==> config.mk <==
export PLATFORM = sky130hd
export DESIGN_NAME = fp_recip_result_stage
export DESIGN_NICKNAME = d
export VERILOG_FILES = /design/src/rtl/fp_recip_result_stage.sv
export SDC_FILE = /design/constraint.sdc
export NUM_CORES = 1
export LEC_CHECK = 0
export BUFFER_PORTS_ARGS = -buffer_cell sky130_fd_sc_hd__buf_2
export CORE_ASPECT_RATIO = 0.8
export CORE_MARGIN = 2
export CORE_UTILIZATION = 40
export CTS_BUF_LIST = sky130_fd_sc_hd__clkbuf_4 sky130_fd_sc_hd__clkbuf_8 sky130_fd_sc_hd__clkbuf_16
export CTS_CLUSTER_SIZE = 16
export DETAILED_ROUTE_END_ITERATION = 10
export PLACE_DENSITY_LB_ADDON = 0.1
export SLEW_MARGIN = 15
export SYNTH_ARGS = -nofsm -noshare
export SYNTH_HDL_FRONTEND = slang
export SYNTH_SLANG_ARGS = --single-unit
==> constraint.sdc <==
create_clock -name clk -period 2.8 [get_ports clk]
set_input_delay 0.28 -clock clk [delete_from_list [all_inputs] [get_ports clk]]
set_output_delay 0.28 -clock clk [all_outputs]
set_load 0.01 [all_outputs]
==> src/rtl/fp_recip_result_stage.sv <==
// Two-entry valid/ready output buffer for the FP reciprocal unit, with sticky
// exception flags and a saturating delivered-result counter.
module fp_recip_result_stage #(
  parameter int SIG_WIDTH = 23,
  parameter int EXP_WIDTH = 8,
  parameter int CNT_WIDTH = 16
) (
  input  logic                           clk,
  input  logic                           rst,
  input  logic                           in_valid,
  output logic                           in_ready,
  input  logic [SIG_WIDTH+EXP_WIDTH:0]   in_z,
  input  logic [7:0]                     in_status,
  output logic                           out_valid,
  input  logic                           out_ready,
  output logic [SIG_WIDTH+EXP_WIDTH:0]   out_z,
  output logic [7:0]                     out_status,
  input  logic                           flags_clr,
  output logic [7:0]                     sticky_flags,
  output logic [CNT_WIDTH-1:0]           result_cnt
);

  localparam int ZW = SIG_WIDTH + EXP_WIDTH + 1;
  localparam int EW = ZW + 8;

  typedef enum logic [1:0] {EMPTY, ONE, FULL} state_t;

  state_t                state_q, state_d;
  logic                  rd_q, rd_d;
  logic                  wr_q, wr_d;
  logic [EW-1:0]         mem_q [2];
  logic [EW-1:0]         mem_d [2];
  logic [7:0]            sticky_q, sticky_d;
  logic [CNT_WIDTH-1:0]  cnt_q, cnt_d;
  logic                  push, pop;
  logic [EW-1:0]         head;

  function automatic logic [CNT_WIDTH-1:0] sat_inc(input logic [CNT_WIDTH-1:0] v);
    logic [CNT_WIDTH-1:0] one;
    one = {{(CNT_WIDTH-1){1'b0}}, 1'b1};
    return (&v) ? v : v + one;
  endfunction

  // Handshake decoded from the state register alone; no out_ready->in_ready path.
  assign in_ready  = (state_q != FULL);
  assign out_valid = (state_q != EMPTY);
  assign push      = in_valid & in_ready;
  assign pop       = out_valid & out_ready;

  // Storage is not reset, so the head is forced to zero while empty.
  assign head         = out_valid ? mem_q[rd_q] : '0;
  assign out_z        = head[ZW-1:0];
  assign out_status   = head[EW-1:ZW];
  assign sticky_flags = sticky_q;
  assign result_cnt   = cnt_q;

  always_comb begin
    state_d = state_q;
    case (state_q)
      EMPTY:   if (push) state_d = ONE;
      ONE: begin
        if (push && !pop)      state_d = FULL;
        else if (pop && !push) state_d = EMPTY;
      end
      FULL:    if (pop) state_d = ONE;
      default: state_d = EMPTY;
    endcase

    rd_d = rd_q ^ pop;
    wr_d = wr_q ^ push;

    mem_d = mem_q;
    if (push) mem_d[wr_q] = {in_status, in_z};

    sticky_d = (flags_clr ? 8'h00 : sticky_q) | (push ? in_status : 8'h00);
    cnt_d    = pop ? sat_inc(cnt_q) : cnt_q;
  end

  always_ff @(posedge clk) begin
    if (rst) begin
      state_q  <= EMPTY;
      rd_q     <= 1'b0;
      wr_q     <= 1'b0;
      sticky_q <= 8'h00;
      cnt_q    <= '0;
    end else begin
      state_q  <= state_d;
      rd_q     <= rd_d;
      wr_q     <= wr_d;
      sticky_q <= sticky_d;
      cnt_q    <= cnt_d;
    end
  end

  always_ff @(posedge clk) begin
    mem_q <= mem_d;
  end

endmodule

; After elaboration in Yosys (flattened, before gate mapping)
; Index checks and enable logic that the tools add are counted.
[totals]
rom_bits = 0
latch_bits = 0
out_inout_bits = 66
elab_cells = 49
mem_bits_rw = 0
memories = 0
reg_bits = 108
[op_classes]
add_sub_neg = 1
multipliers = 0
shift = 0
order_cmp = 3
div = 0
mux = 14
n_eq_ne = 6
reduce_logical = 10
bitwise = 8
[ops]
columns = operator, count
row1 = 2-to-1 mux 40 bit, 5
row2 = bitwise mux 80 bit, 1
row3 = demux 40 bit (select 1 bit), 1
row4 = "adder 16 x 1 -> 16 bit, second input constant", 1
row5 = 2-to-1 mux 8 bit, 2
row6 = AND reduction 16 bit, 1
row7 = 2-to-1 mux 2 bit, 4
row8 = bitwise OR 8 bit, 1
row9 = "!= test 2 bit, second input constant", 3
row10 = one-hot mux 2 bit (3 select lines), 1
row11 = "greater-or-equal comparator 2 bit, second input constant", 2
row12 = inverter 1 -> 2 bit, 2
row13 = logical AND 1 bit, 3
row14 = "!= test 3 bit, second input constant", 1
row15 = AND reduction 3 bit, 1
row16 = AND 1 bit, 2
row17 = "== test 2 x 1 -> 1 bit, second input constant", 1
row18 = "== test 2 bit, second input constant", 1
row19 = zero test 1 bit, 2
row20 = zero test 2 bit, 1
row21 = "less-than comparator 2 x 1 -> 1 bit, second input constant", 1
row22 = AND reduction 2 bit, 1
row23 = nonzero test 2 bit, 1
row24 = XOR 1 bit, 2
row25 = inverter 1 bit, 1

; Logic depth before layout (Yosys ltp)
; Gate-level depths: netlist of run 1.
[depth]
ltp_word = 7
mapped_depth = 6
mapped_depth_nobuf = 5

; Worst setup path after synthesis of run 1
; Ideal clock, no wire load.
[synth_path]
path_type = register to register
from = reg state_q[1]
to = reg mem_q[40] (netlist bit) (enable)
arrival_time_ps = 2031
setup_slack_ps = 368
path_stages_with_launch = 5
cell_sequence = dfxtp_1 or2b_1 and2_1 clkbuf_1 ha_1
[synth_via]
elab_chain_len = 2
[synth_lines]
columns = element, line
row1 = from (decl), 28  ; state_t state_q, state_d;
row2 = from (signal assigned), 87  ; state_q <= state_d;
row3 = != test 2 bit, 45  ; assign in_ready = (state_q != FULL);
row4 = net in_ready, 11  ; output logic in_ready,
row5 = AND 1 bit, 47  ; assign push = in_valid & in_ready;
row6 = to (signal assigned), 96  ; mem_q <= mem_d;
row7 = to (decl), 31  ; logic [EW-1:0] mem_q [2];
; The timed path passes the listed nets, and every way through them passes these cells.
; A chain may end at the register's enable or synchronous reset.

; Worst setup path in the final report of run 1
[layout_path]
from = reg state_q[1]
to = reg cnt_q[9] (netlist: result_cnt[9])
[layout_via]
elab_chain_len = 3
[layout_lines]
columns = element, line
row1 = nonzero test 2 bit, 46  ; assign out_valid = (state_q != EMPTY);
row2 = AND 1 bit, 48  ; assign pop = out_valid & out_ready;
row3 = AND reduction 2 bit (no source line), n/a
row4 = to (signal assigned), 91  ; cnt_q <= cnt_d;
row5 = to (decl), 34  ; logic [CNT_WIDTH-1:0] cnt_q, cnt_d;
; No other way between the ends.

==> results.cfg, run 1 <==
[floorplan]
die_w_um = 120
die_area_um2 = 11700
die_height_um = 97.2
rows = 33
num_io_pins = 111
core_region_area_um2 = 10400
initial_core_util_pct = 41.7

[clock_network]
cts_tree = yes
numCtsBuffers = 9
cts_root_buf = clkbuf_16
cts_resized = 0
cts.clk_slew.worst_paths_ps = 70
insertion_delay_ps = 340
post_cts_buffers = 0
htreeDepth = 3
clk_path_buf_depth = 2
clock-sinks = 108
cts_hold_buffers = 0

[global_routing]
antenna_found_initial = 0
grt_pass1_wl_um = 13800
grt_max_degree = 34
track_usage_pct = 15.2
first_global_vias = 2712
grt.overflow.total = 0

[finish]
diodes = 0
nNetsFinal = 486
multi_input_area_um2 = 1310
drive_above_1_share_pct = 32.9
nFillCells = 948
area_delta_synth_final_pct = 24.1
ff_latch_area_um2 = 2960
layout.cells.non_filler = 584

[yosys]
synth_warnings = 0
syn_nets = 374
yosysSeqAreaShare_pct = 68.2
synthCells = 327
ys_ff_latch = 108
syn_avg_cell_area_um2 = 13.3
synth_top_area_cell = edfxtp_1
synth.most_common_cell = edfxtp_1
ys.flop_type = edfxtp_1
synth_edf_count = 80
synthTopCellsByCount = edfxtp_1, nor2_1, mux2i_1, dfxtp_1, a21oi_1
syn_area_um2 = 4340
async_flop_share_pct = 0
synthDistinctLibCells = 40
synth_top_area_share_pct = 55.3
synthTopCellsByArea = edfxtp_1, dfxtp_1, mux2i_1, nor2_1, a21oi_1

[sta]
finalClockSkew_ps = 10.8
slew-limit-headroom_pct = 52.2
tightest_slew_ps = 717
min_period_ps = 2120
drv_slew = 0
finalCritPeriodShare_pct = 75.8
max_clock_freq_mhz = 471
timing.setup.tns_ps = 0
final-setup-viol-count = 0
grt_setup_unrepaired = false
hold_violations = 0

[worst_setup_path]
path_common_cell = or4_1
required_ps = 3070
critPathMaxFanout = 19
startpoint_type = flip-flop
critical_path_class = flip-flop to flip-flop
max_stage_delay_ps = 660
cp-end-kind = flip-flop
path_cells = o21ai_2 -> or4_1 -> or4_1 -> a21oi_1
slowest_stage = or4_1
arrival_ps = 2390

[run]
maxCapViolCount = 0

[power_and_ir_drop]
p_clk_share_pct = 34.8
power.density_nw_per_um2 = 629
switching_share_pct = 23.7
p_sw_uw = 803
p_seq_share_pct = 54.6
combPwrFrac_pct = 10.6
leakage_uw = 0.00205
totalPowerFinal_uw = 3390
peakVddDrop_mv = 0.346
p_int_uw = 2590

[drt]
drt_iter0_drc = 100
drc_errors = 0
first_pass_iters = 4
postRouteAntennaNets = 0
routed_wl_um = 8740
drt-wirelength-per-cell_um = 15.0
vias = 2861
detail_route.vias_per_cell = 4.90

[run_status]
outcome = completed

[placement]
gp_congestion = 0.767
dp_cells = 568
dp_hpwl_um = 5860
io_buffers = 110

[min_path]
hold_class = primary input to flip-flop
## layout make-up
| type | instances | area share [%] |
|---|---|---|
| Tap cell | 140 | 3.25 |
| Inverter | 5 | 0.348 |
| Clock buffer | 10 | 4.32 |
| Clock inverter | 6 | 0.906 |
| Timing Repair Buffer | 117 | 11.9 |
| Sequential cell | 108 | 55.0 |
| Multi-Input combinational cell | 198 | 24.3 |
## per-stage QoR
step	util (%)	hold slack, ps	setup WS [ps]	cell area (um^2)
final	51.8	122	678	5390
after global routing	51.8	110	564	5390
after CTS	51.8	112	667	5390
after detailed placement	49.1	472	690	5110
after global placement	49.1	470	749	5110
after floorplan	-	358	368	4340
## metal layers
metal	vias to the layer above	wire, um	GRT usage, %
met5	-	0	0
met4	0	80	4.56
met3	6	565	4.81
met2	80	4030	23.5
met1	1349	4060	20.6
li1	1426	-	-
## cells in the final DEF (no fill, tap or decap), drive strengths merged, types with 5 or more instances in the layout
master    n
inv       6
edfxtp   80
nor2     59
nand3     6
nor3      5
dfxtp    28
o31ai     6
nor2b    12
clkbuf   10
mux2i    42
nand4     5
a21oi    17
or4       6
buf     117
nand2     5
## cells by family after synthesis
logic type	count (synthesis)	synth area share [%]
and+or+nand+nor	116	13.5
DFF	108	68.2
muxes	46	10.7
AOI/OAI and AO/OA	33	4.84
buffers and inverters	21	1.87
adders and majority gates	2	0.576
xor gates and xnor gates	1	0.202
## power groups by stage
stage	registers (uW)	logic [uW]	clock network [uW]
3_5_place_dp	1890	367	0
4_1_cts	1850	367	1210
3_3_place_gp	1880	366	0
5_1_grt	1860	399	1270
6_report	1850	359	1180
2_1_floorplan	1880	205	0
## sequential cells by signal, summed over array words and instances (netlist names)
name          flops
state_q           2
sticky_flags      8
result_cnt       16
mem_q            80
rd_q              1
wr_q              1
## critical path: cells and delay by family (launching register included)
kind,cells,cell delay [ps]
AO/OA/AOI/OAI,2,420
flip-flops,1,470
AND/OR/NAND/NOR,2,1160
## worst paths after layout
kind | slack [ps] | to | from | cells past startpoint
max | 680 | result_cnt[9] | state_q[1] | 4
min | 120 | mem_q[31] | in_z[31] | 1
min reg2reg | 530 | result_cnt[4] | result_cnt[4] | 2
max reg2reg | 680 | result_cnt[9] | state_q[1] | 4
No activity file was read; power rests on OpenSTA's default activity.
==> run 2: changes to the inputs <==
ABC_AREA = 1   (was not set)
clock period = 2.14 ns   (was 2.8 ns; I/O delays follow)
==> run 2 against run 1 <==
  * Count of clock-buffer cells in the layout down 1
  * Largest power group unchanged
  * Worst setup slack worse by 410 ps
  * First-iteration DRC count up 120%
  * Largest cell class unchanged
==> results.cfg, run 2 <==
[drt]
routed_wl_um = 9710
drc_errors = 0
drt_iter0_drc = 224
drt-wirelength-per-cell_um = 14.2
detail_route.vias_per_cell = 4.80
vias = 3294
postRouteAntennaNets = 0
first_pass_iters = 4

[yosys]
yosysSeqAreaShare_pct = 66.7
async_flop_share_pct = 0
syn_avg_cell_area_um2 = 10.5
synth_edf_count = 80
ys_ff_latch = 108
syn_area_um2 = 4440
synthTopCellsByCount = nand2_1, edfxtp_1, a21oi_1, dfxtp_1, nor2_1
synthDistinctLibCells = 26
synth.most_common_cell = nand2_1
synthTopCellsByArea = edfxtp_1, dfxtp_1, nand2_1, a21oi_1, a21oi_2
synth_warnings = 0
synthCells = 424
synth_top_area_cell = edfxtp_1
synth_top_area_share_pct = 54.1
syn_nets = 471
ys.flop_type = edfxtp_1

[finish]
diodes = 0
top_register = mem_q
largest_register_ff_count = 80
final_common_cell = nand2_1
nNetsFinal = 584
nFillCells = 1014
area_delta_synth_final_pct = 24.0
drive_above_1_share_pct = 31.4
final_cell_mix = nand2_1, buf_2, edfxtp_1

[sta]
finalCritPeriodShare_pct = 87.4
max_clock_freq_mhz = 535
hold_violations = 0
finalClockSkew_ps = 12.2
grt_setup_unrepaired = false
slew-limit-headroom_pct = 64.2
final-setup-viol-count = 0
drv_slew = 0
tightest_slew_ps = 536
min_period_ps = 1870
timing.setup.tns_ps = 0

[worst_setup_path]
rr_endpoint = mem_q[47]
reg2regPathDepth = 6
critical_path_class = flip-flop to primary output
crit_path_start = rd_q
r2r_slack_ps = 430
startpoint_type = flip-flop
r2r_start = state_q[0]
cp-end-kind = primary output
required_ps = 1930
arrival_ps = 1660
timing.critical_path.to = out_z[22]
critPathMaxFanout = 20

[clock_network]
htreeDepth = 3
insertion_delay_ps = 340
cts_tree = yes
cts.clk_slew.worst_paths_ps = 80
cts_hold_buffers = 0
cts_root_buf = clkbuf_16
numCtsBuffers = 9
post_cts_buffers = 0
clock-sinks = 108
cts_resized = 0
clk_path_buf_depth = 2

[power_and_ir_drop]
p_int_uw = 3630
switching_share_pct = 27.6
power.density_nw_per_um2 = 911
combPwrFrac_pct = 16.3
totalPowerFinal_uw = 5020
p_clk_share_pct = 34.8
peakVddDrop_mv = 0.467
p_sw_uw = 1380
leakage_uw = 0.00226
p_seq_share_pct = 48.9

[floorplan]
die_area_um2 = 12000
num_io_pins = 111
initial_core_util_pct = 41.0
die_w_um = 122
rows = 34
core_region_area_um2 = 10800
die_height_um = 98.3

[run_status]
outcome = completed

[global_routing]
first_global_vias = 3055
grt_pass1_wl_um = 15200
antenna_found_initial = 0
track_usage_pct = 16.4
grt_max_degree = 41
grt.overflow.total = 0

[placement]
gp_congestion = 0.784
io_buffers = 110
dp_hpwl_um = 6620

[min_path]
hold_class = primary input to flip-flop
min_from = in_z[30]

[run]
maxCapViolCount = 0
## run 2: critical path: stages, from the launching register on
cell and delay (ps):
dfxtp_2 320, inv_2 280, buf_4 260, nand2_1 60, a21oi_1 220, buf_2 180
## run 2: through the flow
stage               util [%]  area (um^2)  cells  setup slack, ps  hold WS (ps)
floorplan                  -         4450    424             28.4           303
global route            50.8         5510    686              171          44.6
global placement        47.8         5180    670              475           405
CTS                     50.8         5510    686              262          46.7
finish                  50.8         5510    686              270          52.1
detailed placement      47.8         5180    670              420           408
## run 2: kinds of logic (layout without fill, tap and decap cells)
logic type | Yosys count | after routing | synth area share (%)
fa+ha+maj | 2 | 2 | 0.563
compound gates | 66 | 66 | 8.36
buf+inv | 40 | 158 | 3.80
xor+xnor | 6 | 6 | 1.18
flops | 108 | 108 | 66.7
simple gates | 202 | 202 | 19.4
## run 2: area by class of cell
class / count / area (um^2) / area share [%]
clock buffers: 9 / 225 / 4.09
clock inverters: 7 / 103 / 1.86
inverters: 23 / 86.3 / 1.57
multi-input cells: 276 / 1320 / 24.0
flip-flops and latches: 108 / 2960 / 53.8
well taps: 144 / 180 / 3.27
repair buffers: 119 / 631 / 11.4
## run 2: how the worst min path moves through the flow
| stage | end | slack (ps) | cells past startpoint |
|---|---|---|---|
| finish | mem_q[70] | 50 | 1 |
| global route | mem_q[30] | 40 | 1 |
| CTS | mem_q[70] | 50 | 1 |
| detailed placement | mem_q[8] | 410 | 1 |
| global placement | mem_q[70] | 400 | 1 |
| floorplan | state_q[1] | 300 | 1 |
## run 2: per-layer routing
layer  vias to the layer above  global-route usage, %  wire [um]
met1                      1551                   21.7       4360
met5                         -                      0          0
li1                       1651                      -          -
met4                         0                   4.51        146
met3                        15                   4.03        549
met2                        77                   27.0       4660
## run 2: power groups by stage
stage / registers [uW] / logic, uW / clock network, uW
5_1_grt: 2470 / 915 / 1870
3_5_place_dp: 2500 / 837 / 0
2_1_floorplan: 2500 / 476 / 0
6_report: 2450 / 820 / 1740
4_1_cts: 2460 / 840 / 1780
3_3_place_gp: 2500 / 830 / 0
